## src/rtl/icache_pkg.sv

```systemverilog
// icache_pkg: shared types and constants for the fetch-side instruction cache.
//   - icacheState_e : responder FSM states (idle lookup, line fill, post-fill retry, error)
//   - fetchAddr_t   : byte address split into line address, word-in-line and odd-byte bit
//   - IDX_W / TAG_W / WORD_W : default geometry (32 lines of 4 16-bit words)
//   - splitAddr / memWordAddr : address field extract and backing-address build helpers
package icache_pkg;

   localparam int unsigned ADDR_W = 16;
   localparam int unsigned DATA_W = 16;
   localparam int unsigned WORD_W = 2;
   // Line address = byte address without word-in-line and byte-in-word bits.
   localparam int unsigned LINE_W = ADDR_W - WORD_W - 1;
   localparam int unsigned IDX_W  = 5;
   localparam int unsigned TAG_W  = LINE_W - IDX_W;

   localparam logic [DATA_W-1:0] DATA_ZERO = '0;
   localparam logic [ADDR_W-1:0] ADDR_ZERO = '0;
   localparam logic [WORD_W-1:0] WORD_ZERO = '0;
   localparam logic [WORD_W-1:0] LAST_WORD = 2'd3;

   typedef enum logic [1:0] {
      StIdle,
      StFill,
      StRetry,
      StError
   } icacheState_e;

   typedef struct packed {
      logic [LINE_W-1:0] line;
      logic [WORD_W-1:0] word;
      logic              odd;
   } fetchAddr_t;

   function automatic fetchAddr_t splitAddr(input logic [ADDR_W-1:0] a);
      return fetchAddr_t'(a);
   endfunction

   function automatic logic [ADDR_W-1:0] memWordAddr(input logic [LINE_W-1:0] line,
                                                     input logic [WORD_W-1:0] word);
      return {line, word, 1'b0};
   endfunction

endpackage

```

## src/rtl/icache_line_store.sv

```systemverilog
// icache_line_store: valid/tag/data arrays of the direct-mapped instruction cache.
//   clk, rst_n          : clock, asynchronous active-low reset (clears valid bits only)
//   rdIdx, rdWord       : lookup index and word; rdValid/rdTag/rdData are combinational
//   wrEn, wrIdx, wrWord, wrData : write one fill word into the data array
//   tagWrEn, wrTag      : write the tag of line wrIdx and mark it valid
//   clrEn               : invalidate line wrIdx (aborted fill)
module icache_line_store
   import icache_pkg::*;
#(
   parameter int unsigned INDEX_W  = IDX_W,
   parameter int unsigned TAG_BITS = TAG_W
) (
   input  logic                clk,
   input  logic                rst_n,
   input  logic [INDEX_W-1:0]  rdIdx,
   input  logic [WORD_W-1:0]   rdWord,
   output logic                rdValid,
   output logic [TAG_BITS-1:0] rdTag,
   output logic [DATA_W-1:0]   rdData,
   input  logic                wrEn,
   input  logic [INDEX_W-1:0]  wrIdx,
   input  logic [WORD_W-1:0]   wrWord,
   input  logic [DATA_W-1:0]   wrData,
   input  logic                tagWrEn,
   input  logic [TAG_BITS-1:0] wrTag,
   input  logic                clrEn
);

   localparam int unsigned Lines = 2 ** INDEX_W;
   localparam int unsigned Words = 2 ** (INDEX_W + WORD_W);

   logic [Lines-1:0]    validQ;
   logic [TAG_BITS-1:0] tagArr  [Lines];
   logic [DATA_W-1:0]   dataArr [Words];

   assign rdValid = validQ[rdIdx];
   assign rdTag   = tagArr[rdIdx];
   assign rdData  = dataArr[{rdIdx, rdWord}];

   always_ff @(posedge clk or negedge rst_n) begin
      if (!rst_n) begin
         validQ <= '0;
      end else if (tagWrEn) begin
         validQ[wrIdx] <= 1'b1;
      end else if (clrEn) begin
         validQ[wrIdx] <= 1'b0;
      end
   end

   // Tag and data storage carry no reset; validQ alone qualifies their contents.
   always_ff @(posedge clk) begin
      if (wrEn) begin
         dataArr[{wrIdx, wrWord}] <= wrData;
      end
      if (tagWrEn) begin
         tagArr[wrIdx] <= wrTag;
      end
   end

endmodule

```

## src/rtl/icache_resp.sv

```systemverilog
// icache_resp: responder side of the fetch <-> I-cache interface. Direct-mapped, read-only
// cache of 4-word lines. Hits answer combinationally in the request cycle; misses stall
// and fill the line word by word from backing memory, then retry the lookup.
//   clk, rst_n            : clock, asynchronous active-low reset
//   Addr, Rd, Wr          : fetch request (Wr is always illegal here); DataIn is ignored
//   createdump            : freeze, no new fill is started while high
//   DataOut, Done, Stall, CacheHit, err : fetch response
//   mem_req, mem_addr     : backing read request (registered), held until mem_rvalid
//   mem_rdata, mem_rvalid, mem_err : backing read response
// Optional feature: define ICACHE_STATS_EN to add saturating hit_cnt / miss_cnt outputs.
module icache_resp
   import icache_pkg::*;
#(
   parameter int unsigned INDEX_W = IDX_W
) (
   input  logic              clk,
   input  logic              rst_n,
   input  logic [ADDR_W-1:0] Addr,
   input  logic [DATA_W-1:0] DataIn,
   input  logic              Rd,
   input  logic              Wr,
   input  logic              createdump,
   output logic [DATA_W-1:0] DataOut,
   output logic              Done,
   output logic              Stall,
   output logic              CacheHit,
   output logic              err,
   output logic              mem_req,
   output logic [ADDR_W-1:0] mem_addr,
   input  logic [DATA_W-1:0] mem_rdata,
   input  logic              mem_rvalid,
   input  logic              mem_err
`ifdef ICACHE_STATS_EN
   ,
   output logic [15:0]       hit_cnt,
   output logic [15:0]       miss_cnt
`endif
);

   localparam int unsigned TagBits = LINE_W - INDEX_W;

   icacheState_e      stateQ;
   logic [LINE_W-1:0] fillLineQ;
   logic [WORD_W-1:0] fillWordQ;
   logic [WORD_W-1:0] nextWord;

   fetchAddr_t         req;
   logic [INDEX_W-1:0] reqIdx;
   logic [TagBits-1:0] reqTag;
   logic [INDEX_W-1:0] fillIdx;
   logic [TagBits-1:0] fillTag;

   logic               lineValid;
   logic [TagBits-1:0] lineTag;
   logic [DATA_W-1:0]  lineWord;

   logic lookup;
   logic illegal;
   logic hit;
   logic startFill;
   logic sameLine;
   logic fillAck;
   logic wrEn;
   logic tagWrEn;
   logic clrEn;

   logic unusedDataIn;
   assign unusedDataIn = ^DataIn;

   assign req     = splitAddr(Addr);
   assign reqIdx  = req.line[INDEX_W-1:0];
   assign reqTag  = req.line[LINE_W-1:INDEX_W];
   assign fillIdx = fillLineQ[INDEX_W-1:0];
   assign fillTag = fillLineQ[LINE_W-1:INDEX_W];

   assign nextWord = fillWordQ + WORD_W'(1);

   assign lookup    = (stateQ == StIdle) || (stateQ == StRetry);
   assign illegal   = Wr || (Rd && req.odd);
   assign hit       = Rd && lineValid && (lineTag == reqTag);
   assign startFill = lookup && Rd && !illegal && !hit && !createdump;
   // A retry that lands on the line just filled is still reported as a miss.
   assign sameLine  = (stateQ == StRetry) && (req.line == fillLineQ);

   assign fillAck = (stateQ == StFill) && mem_rvalid;
   assign wrEn    = fillAck && !mem_err;
   assign tagWrEn = wrEn && (fillWordQ == LAST_WORD);
   assign clrEn   = fillAck && mem_err;

   icache_line_store #(
      .INDEX_W  (INDEX_W),
      .TAG_BITS (TagBits)
   ) u_store (
      .clk     (clk),
      .rst_n   (rst_n),
      .rdIdx   (reqIdx),
      .rdWord  (req.word),
      .rdValid (lineValid),
      .rdTag   (lineTag),
      .rdData  (lineWord),
      .wrEn    (wrEn),
      .wrIdx   (fillIdx),
      .wrWord  (fillWordQ),
      .wrData  (mem_rdata),
      .tagWrEn (tagWrEn),
      .wrTag   (fillTag),
      .clrEn   (clrEn)
   );

   // Fetch response is combinational so hits complete in the request cycle; it is forced
   // low while reset is asserted so fetch sees an idle cache immediately.
   always_comb begin
      DataOut  = DATA_ZERO;
      Done     = 1'b0;
      Stall    = 1'b0;
      CacheHit = 1'b0;
      err      = 1'b0;
      if (rst_n) begin
         unique case (stateQ)
            StIdle, StRetry: begin
               if (illegal) begin
                  Done = 1'b1;
                  err  = 1'b1;
               end else if (Rd) begin
                  if (hit) begin
                     Done     = 1'b1;
                     CacheHit = !sameLine;
                     DataOut  = lineWord;
                  end else if (!createdump) begin
                     Stall = 1'b1;
                  end
               end
            end
            StFill: begin
               Stall = 1'b1;
            end
            StError: begin
               Done = 1'b1;
               err  = 1'b1;
            end
            default: begin
            end
         endcase
      end
   end

   // Fill sequencer. The fill address is latched at the miss, so later Addr changes
   // cannot disturb an in-flight fill; the retry lookup picks up the new Addr.
   always_ff @(posedge clk or negedge rst_n) begin
      if (!rst_n) begin
         stateQ    <= StIdle;
         fillLineQ <= '0;
         fillWordQ <= WORD_ZERO;
         mem_req   <= 1'b0;
         mem_addr  <= ADDR_ZERO;
      end else begin
         unique case (stateQ)
            StIdle, StRetry: begin
               if (startFill) begin
                  stateQ    <= StFill;
                  fillLineQ <= req.line;
                  fillWordQ <= WORD_ZERO;
                  mem_req   <= 1'b1;
                  mem_addr  <= memWordAddr(req.line, WORD_ZERO);
               end else begin
                  stateQ <= StIdle;
               end
            end
            StFill: begin
               if (mem_rvalid) begin
                  if (mem_err) begin
                     stateQ  <= StError;
                     mem_req <= 1'b0;
                  end else if (fillWordQ == LAST_WORD) begin
                     stateQ  <= StRetry;
                     mem_req <= 1'b0;
                  end else begin
                     fillWordQ <= nextWord;
                     mem_addr  <= memWordAddr(fillLineQ, nextWord);
                  end
               end
            end
            StError: begin
               stateQ <= StIdle;
            end
            default: begin
               stateQ <= StIdle;
            end
         endcase
      end
   end

`ifdef ICACHE_STATS_EN
   always_ff @(posedge clk or negedge rst_n) begin
      if (!rst_n) begin
         hit_cnt  <= '0;
         miss_cnt <= '0;
      end else begin
         if (Done && CacheHit && (hit_cnt != 16'hFFFF)) begin
            hit_cnt <= hit_cnt + 16'd1;
         end
         if (startFill && (miss_cnt != 16'hFFFF)) begin
            miss_cnt <= miss_cnt + 16'd1;
         end
      end
   end
`endif

endmodule

```

## config.mk

```make
export PLATFORM = sky130hd
export DESIGN_NAME = icache_resp
export DESIGN_NICKNAME = d
export VERILOG_FILES = /design/src/rtl/icache_pkg.sv /design/src/rtl/icache_line_store.sv /design/src/rtl/icache_resp.sv
export SDC_FILE = /design/constraint.sdc
export NUM_CORES = 2
export LEC_CHECK = 0
export BUFFER_PORTS_ARGS = -buffer_cell sky130_fd_sc_hd__buf_4
export CAP_MARGIN = 10
export CORE_UTILIZATION = 43
export CTS_CLUSTER_DIAMETER = 50
export DETAILED_ROUTE_END_ITERATION = 10
export PLACE_DENSITY = 0.61
export SYNTH_ARGS = -nofsm -noshare
export SYNTH_HDL_FRONTEND = slang
export SYNTH_SLANG_ARGS = --single-unit
```

## constraint.sdc

```tcl
create_clock -name clk -period 5.7 [get_ports clk]
set_input_delay 1.14 -clock clk [delete_from_list [all_inputs] [get_ports clk]]
set_output_delay 1.14 -clock clk [all_outputs]
set_load 0.02 [all_outputs]
```

# [Word-level counts from Yosys, hierarchy flattened]
# Memories as Yosys holds them, arrays and structs flattened.
# Index checks and enable logic that the tools add are counted.
[op_classes] bitwise=3 reduce_logical=28 n_addsub=1 n_lt_le_gt_ge=3 eq_ne=11 mux=54
[op_table] op="16-bit two-way mux" count=9
[op_table] op="32-bit two-way mux" count=2
[op_table] op="32-bit bitwise AND" count=1
[op_table] op="32-bit inverter" count=1
[op_table] op="32-bit bitwise OR" count=1
[op_table] op="16-bit one-hot mux with 2 select lines" count=1
[op_table] op="1-bit two-way mux" count=27
[op_table] op="2-bit two-way mux" count=7
[op_table] op="13-bit == test" count=1
[op_table] op="1-bit logical AND" count=13
[op_table] op="5-bit by 6-bit < comparator with 1-bit output (second input constant)" count=2
[op_table] op="8-bit == test" count=1
[op_table] op="2-bit != test (second input constant)" count=4
[op_table] op="1-bit one-hot mux with 2 select lines" count=4
[op_table] op="2-bit == test (second input constant)" count=3
[op_table] op="2-bit one-hot mux with 3 select lines" count=1
[op_table] op="1-bit binary-select mux with 5-bit select" count=1
[op_table] op="1-bit demux with 5-bit select" count=1
[op_table] op="5-bit by 1-bit >= comparator with 1-bit output (second input constant)" count=1
[op_table] op="1-bit logical NOT" count=5
[op_table] op="5-bit AND reduction" count=1
[op_table] op="2-bit one-hot mux with 2 select lines" count=1
[op_table] op="2-bit AND reduction" count=2
[op_table] op="4-bit AND reduction" count=1
[op_table] op="7 further kinds" count=9
[totals] elab_cells=108 mem_count=2 register_bits=66 output_inout_bits=37 ramBits=2304 inputBits=55
[mem_list] memory="u_store.dataArr" words=128 width=16 read_ports=1 rd_ports_with_merged_regs=0 wr=1 line_no="icache_line_store.sv:34" text="logic [DATA_W-1:0] dataArr [Words];"
[mem_list] memory="u_store.tagArr" words=32 width=8 read_ports=1 rd_ports_with_merged_regs=0 wr=1 line_no="icache_line_store.sv:33" text="logic [TAG_BITS-1:0] tagArr [Lines];"

# [Longest topological paths before layout]
[depth] depth_word=9 mapped_depth=13 ltp_nobuf=8

# [Cells and area by module]
# A second synthesis with hierarchy kept.
[hier_totals] hier_cells=3749 hier_area_um2=91238.8
[modules_own_cells] mod="icache_line_store" cells_each=3591 area_per_inst_um2=89380.7 seq_area_each_um2=69987.1 n_inst=1
[modules_own_cells] mod="icache_resp" cells_each=158 area_per_inst_um2=1858.0 seq_area_each_um2=775.7 n_inst=1

# [Worst setup path after synthesis]
# OpenSTA, ideal clock, no wires.
[synth_timing] path_type="in2out" startpoint="in Addr[1]" endpoint="out DataOut[10]" path_slack_ps=613 arrival_ps=3947 t_required_ps=4560 path_buffers=3 stages=8 cell_sequence="clkbuf_1 -> clkbuf_1 -> buf_1 -> mux4_2 -> mux4_2 -> mux4_2 -> mux2i_1 -> nor2_1"
[synth_between] elab_chain_len=6
[synth_rtl] element="start, declared" line_no="icache_resp.sv:18" text="input logic [ADDR_W-1:0] Addr,"
[synth_rtl] element="memory read 128 x 16 bit"
[synth_rtl] element="16-bit two-way mux" line_no="icache_resp.sv:125" text="if (hit) begin"
[synth_rtl] element="16-bit two-way mux" line_no="icache_resp.sv:124" text="end else if (Rd) begin"
[synth_rtl] element="16-bit two-way mux" line_no="icache_resp.sv:121" text="if (illegal) begin"
[synth_rtl] element="16-bit two-way mux" line_no="icache_resp.sv:119" text="unique case (stateQ)"
[synth_rtl] element="16-bit two-way mux" line_no="icache_resp.sv:118" text="if (rst_n) begin"
[synth_rtl] element="end, declared" line_no="icache_resp.sv:23" text="output logic [DATA_W-1:0] DataOut,"
# Every way passes these cells.

# [Final worst setup path]
[layout_timing] startpoint="in Addr[1]" endpoint="out DataOut[15]"
# Same word-level chain as after synthesis.

==> flow_summary.yaml <==
status:
  status: "finished, violations left"
  violations: "DRC"
power_and_ir_drop:
  p_leak_nw: 33.3
  total_power_mw: 38.1
  peakVddDrop_uv: 270
  powerDensity_nw_per_um2: 362
setup_path:
  worstReg2RegStart: "stateQ[1]"
  path_cells: "buf_8 -> buf_12 -> buf_12 -> mux4_2 -> mux4_2 -> mux4_2 -> mux2i_1 -> nor2_1 -> buf_4"
  cp_slowest_cell: "mux4_2"
  rrSetupSlack_ns: 1.61
  required_ns: 4.56
  critPathKind: "input port to output pin"
  cp_common_cell: "mux4_2"
  crit_path_max_incr_delay_ns: 0.59
  critPathCaptureType: "output pin"
  path_max_fanout: 34
  startpoint_type: "input port"
  reg2reg_to: "u_store.dataArr[89][3]"
  arrival_ns: 4.29
  rr_worst_depth: 7
clock_tree:
  cts_tree: "yes"
  cts.clk_slew.worst_paths_ns: 0.06
  cts_sinks: 2367
  clockRootBuffer: "clkbuf_16"
  cts_resized: 0
  clock_path_buffers: 3
  hold_buffers: 0
  postCtsSetupBuffers: 0
  cts_buffers: 236
  cts_max_level: 4
  clk_latency_ns: 0.87
global_routing:
  grt_max_degree: 86
  met1_usage_pct: 29.8
  overflow: 0
  met2_usage_pct: 31.6
  grt_use_met3_pct: 3.35
  grt_pass1_vias: 43400
  track_usage_pct: 20.6
  antenna_found_initial: 16
  grt_pass1_wl_um: 318000
  busiest_layer: "met2"
placement:
  dp_hpwl_um: 134000
  post-place-cells: 6926
  gp_congestion: 0.877
  port_buffers: 74
routing:
  drt_pass1_iterations: 8
  via_count: 42900
  finalWirelength_um: 221000
  wl_per_cell_um: 29.9
  drtIter0Drc: 4825
  drc: 36
  drtAntennaViolNets: 0
  avgViaCountPerCell: 5.81
synth:
  synth_flop_cell: "edfxtp_1"
  synth_top_cell_by_area: "edfxtp_1"
  seq_area_frac_synth_pct: 77.1
  netlist_area_um2: 91800
  syn-num-nets: 4032
  yosys_warnings: 0
  yosysTopAreaCellShare_pct: 75.4
  ys_seq_elements: 2367
  synth_edf_count: 2304
  async_flop_share_pct: 2.66
  ys_types: 55
  syn_avg_cell_area_um2: 23.1
  synth_cells: 3976
  yosys-top-cells-area: "edfxtp_1 75%, mux4_2 17%, dfrtp_1 1.7%"
timing:
  final_hold_viol_count: 0
  whs_ns: 0.476
  slew-limit-headroom_pct: 22.5
  fin_setup_tns_ns: 0
  tightest_slew_ns: 1.16
  grt_setup_unrepaired: "no"
  fin_crit_sh_pct: 95.3
  period_minus_slack_ns: 5.43
  setup_viol: 0
  skew_ns: 0.0568
  timing.fmax_mhz: 184
  drv_slew: 0
hold_path:
  hold_class: "input port to asynchronous set/reset pin"
job:
  cap_violations: 0
layout:
  drive_above_1_share_pct: 32.1
  nFillCells: 16700
  syn2layout_area_growth_pct: 14.7
  instances_no_fill: 7376
  nets: 4399
floorplan:
  start_util_pct: 43.3
  core_um2: 212000
  rows: 169
  die_h_um: 464
  io_pins: 92
  die_x_um: 464
  die_area_um2: 215000
==> worst max path at each step <==
stage                  from           to  slack (ns)
finish              Addr[1]  DataOut[15]        0.27
global route        Addr[3]   DataOut[1]         0.1
CTS                 Addr[1]  DataOut[15]        0.22
detailed placement  Addr[1]  DataOut[15]        0.23
global placement    Addr[1]  DataOut[15]        0.23
floorplan           Addr[1]  DataOut[10]        0.61
==> cell type report <==
class | count | area (um2) | share of cell area (%)
flip-flops and latches | 2367 | 70800 | 67.2
repair buffers | 361 | 3250 | 3.09
clock buffers | 293 | 6170 | 5.86
multi-input cells | 1362 | 20000 | 19.0
diodes | 4 | 10.0 | 0.00951
well taps | 2821 | 3530 | 3.35
clock inverters | 153 | 1490 | 1.41
inverters | 15 | 56.3 | 0.0535
==> cell usage in the layout, fill, tap and decap left out, types with 5 or more instances in the layout <==
master,netlist,final
clkbuf_16,0,238
a211oi_1,5,5
nor2_2,0,28
inv_16,0,5
clkbuf_1,147,54
xnor2_1,10,10
xor2_1,9,9
a21oi_1,31,31
mux4_2,699,699
edfxtp_1,2304,2304
nand3_1,13,13
nor2b_1,12,12
mux2i_1,124,124
a22oi_1,39,39
clkinv_1,0,51
clkinv_2,0,41
mux2_2,13,13
inv_6,0,11
inv_1,15,15
bufinv_16,0,19
clkinv_4,0,5
buf_12,0,41
mux2_4,5,5
inv_8,0,5
nor4_1,5,5
buf_4,9,316
o21ai_0,82,82
a2111oi_2,8,8
dfrtp_1,63,63
nor2_1,202,174
nand2_1,52,52
clkinvlp_4,0,9
==> layer usage <==
metal,vias to the layer above,part of all wire [%]
li1,17700,-
met1,23400,43
met2,1511,47
met3,331,6.8
met4,0,3.5
met5,-,0
==> synthesized netlist by cell type, drive strengths merged, types with 7 or more instances <==
library cell,n
buf,85
inv,15
nor2,202
nand3,13
xor2,9
mux2,19
edfxtp,2304
mux2i,124
nor4,7
xnor2,11
o21ai,86
a22oi,39
a21oi,31
mux4,699
dfrtp,63
clkbuf,147
nand2,52
a2111oi,14
nor2b,12
==> where the power goes <==
part,switching [mW],internal [mW],total [mW]
logic,2.02,1.08,3.11
clock network,6.67,8.60,15.3
registers,0.164,19.6,19.7
total,8.86,29.2,38.1
==> sequential cells by signal, indices dropped and copies added (netlist names), named ones only <==
signal and flops:
mem_addr 14, u_store.tagArr 256, stateQ 2, fillWordQ 1
u_store.dataArr 2048, mem_req 1, fillLineQ 13
==> metrics by stage <==
step | cell area, um2 | utilization (%) | setup slack, ns
after floorplan | 91800 | - | 0.613
after global placement | 97600 | 46.0 | 0.227
after detailed placement | 97600 | 46.0 | 0.228
after CTS | 105000 | 49.6 | 0.217
after global routing | 105000 | 49.6 | 0.0956
final | 105000 | 49.7 | 0.269
==> cells by family (layout without fill, tap and decap cells) <==
kind of cell / after synthesis / count (layout) / synth area share, %
other cells: 1 / 5 / 0.00409
fa+ha+maj: 1 / 1 / 0.0136
flops: 2367 / 2367 / 77.1
mux: 842 / 842 / 18.8
buf+inv: 247 / 822 / 1.14
simple gates: 310 / 310 / 1.44
xor+xnor: 20 / 20 / 0.199
compound gates: 188 / 188 / 1.34
==> worst max-delay path, delay by kind of cell <==
family        cells  cell delay (ns)
buf+inv           4             1.02
simple gates      1             0.10
mux               4             1.95
No activity file was read; power rests on OpenSTA's default activity.
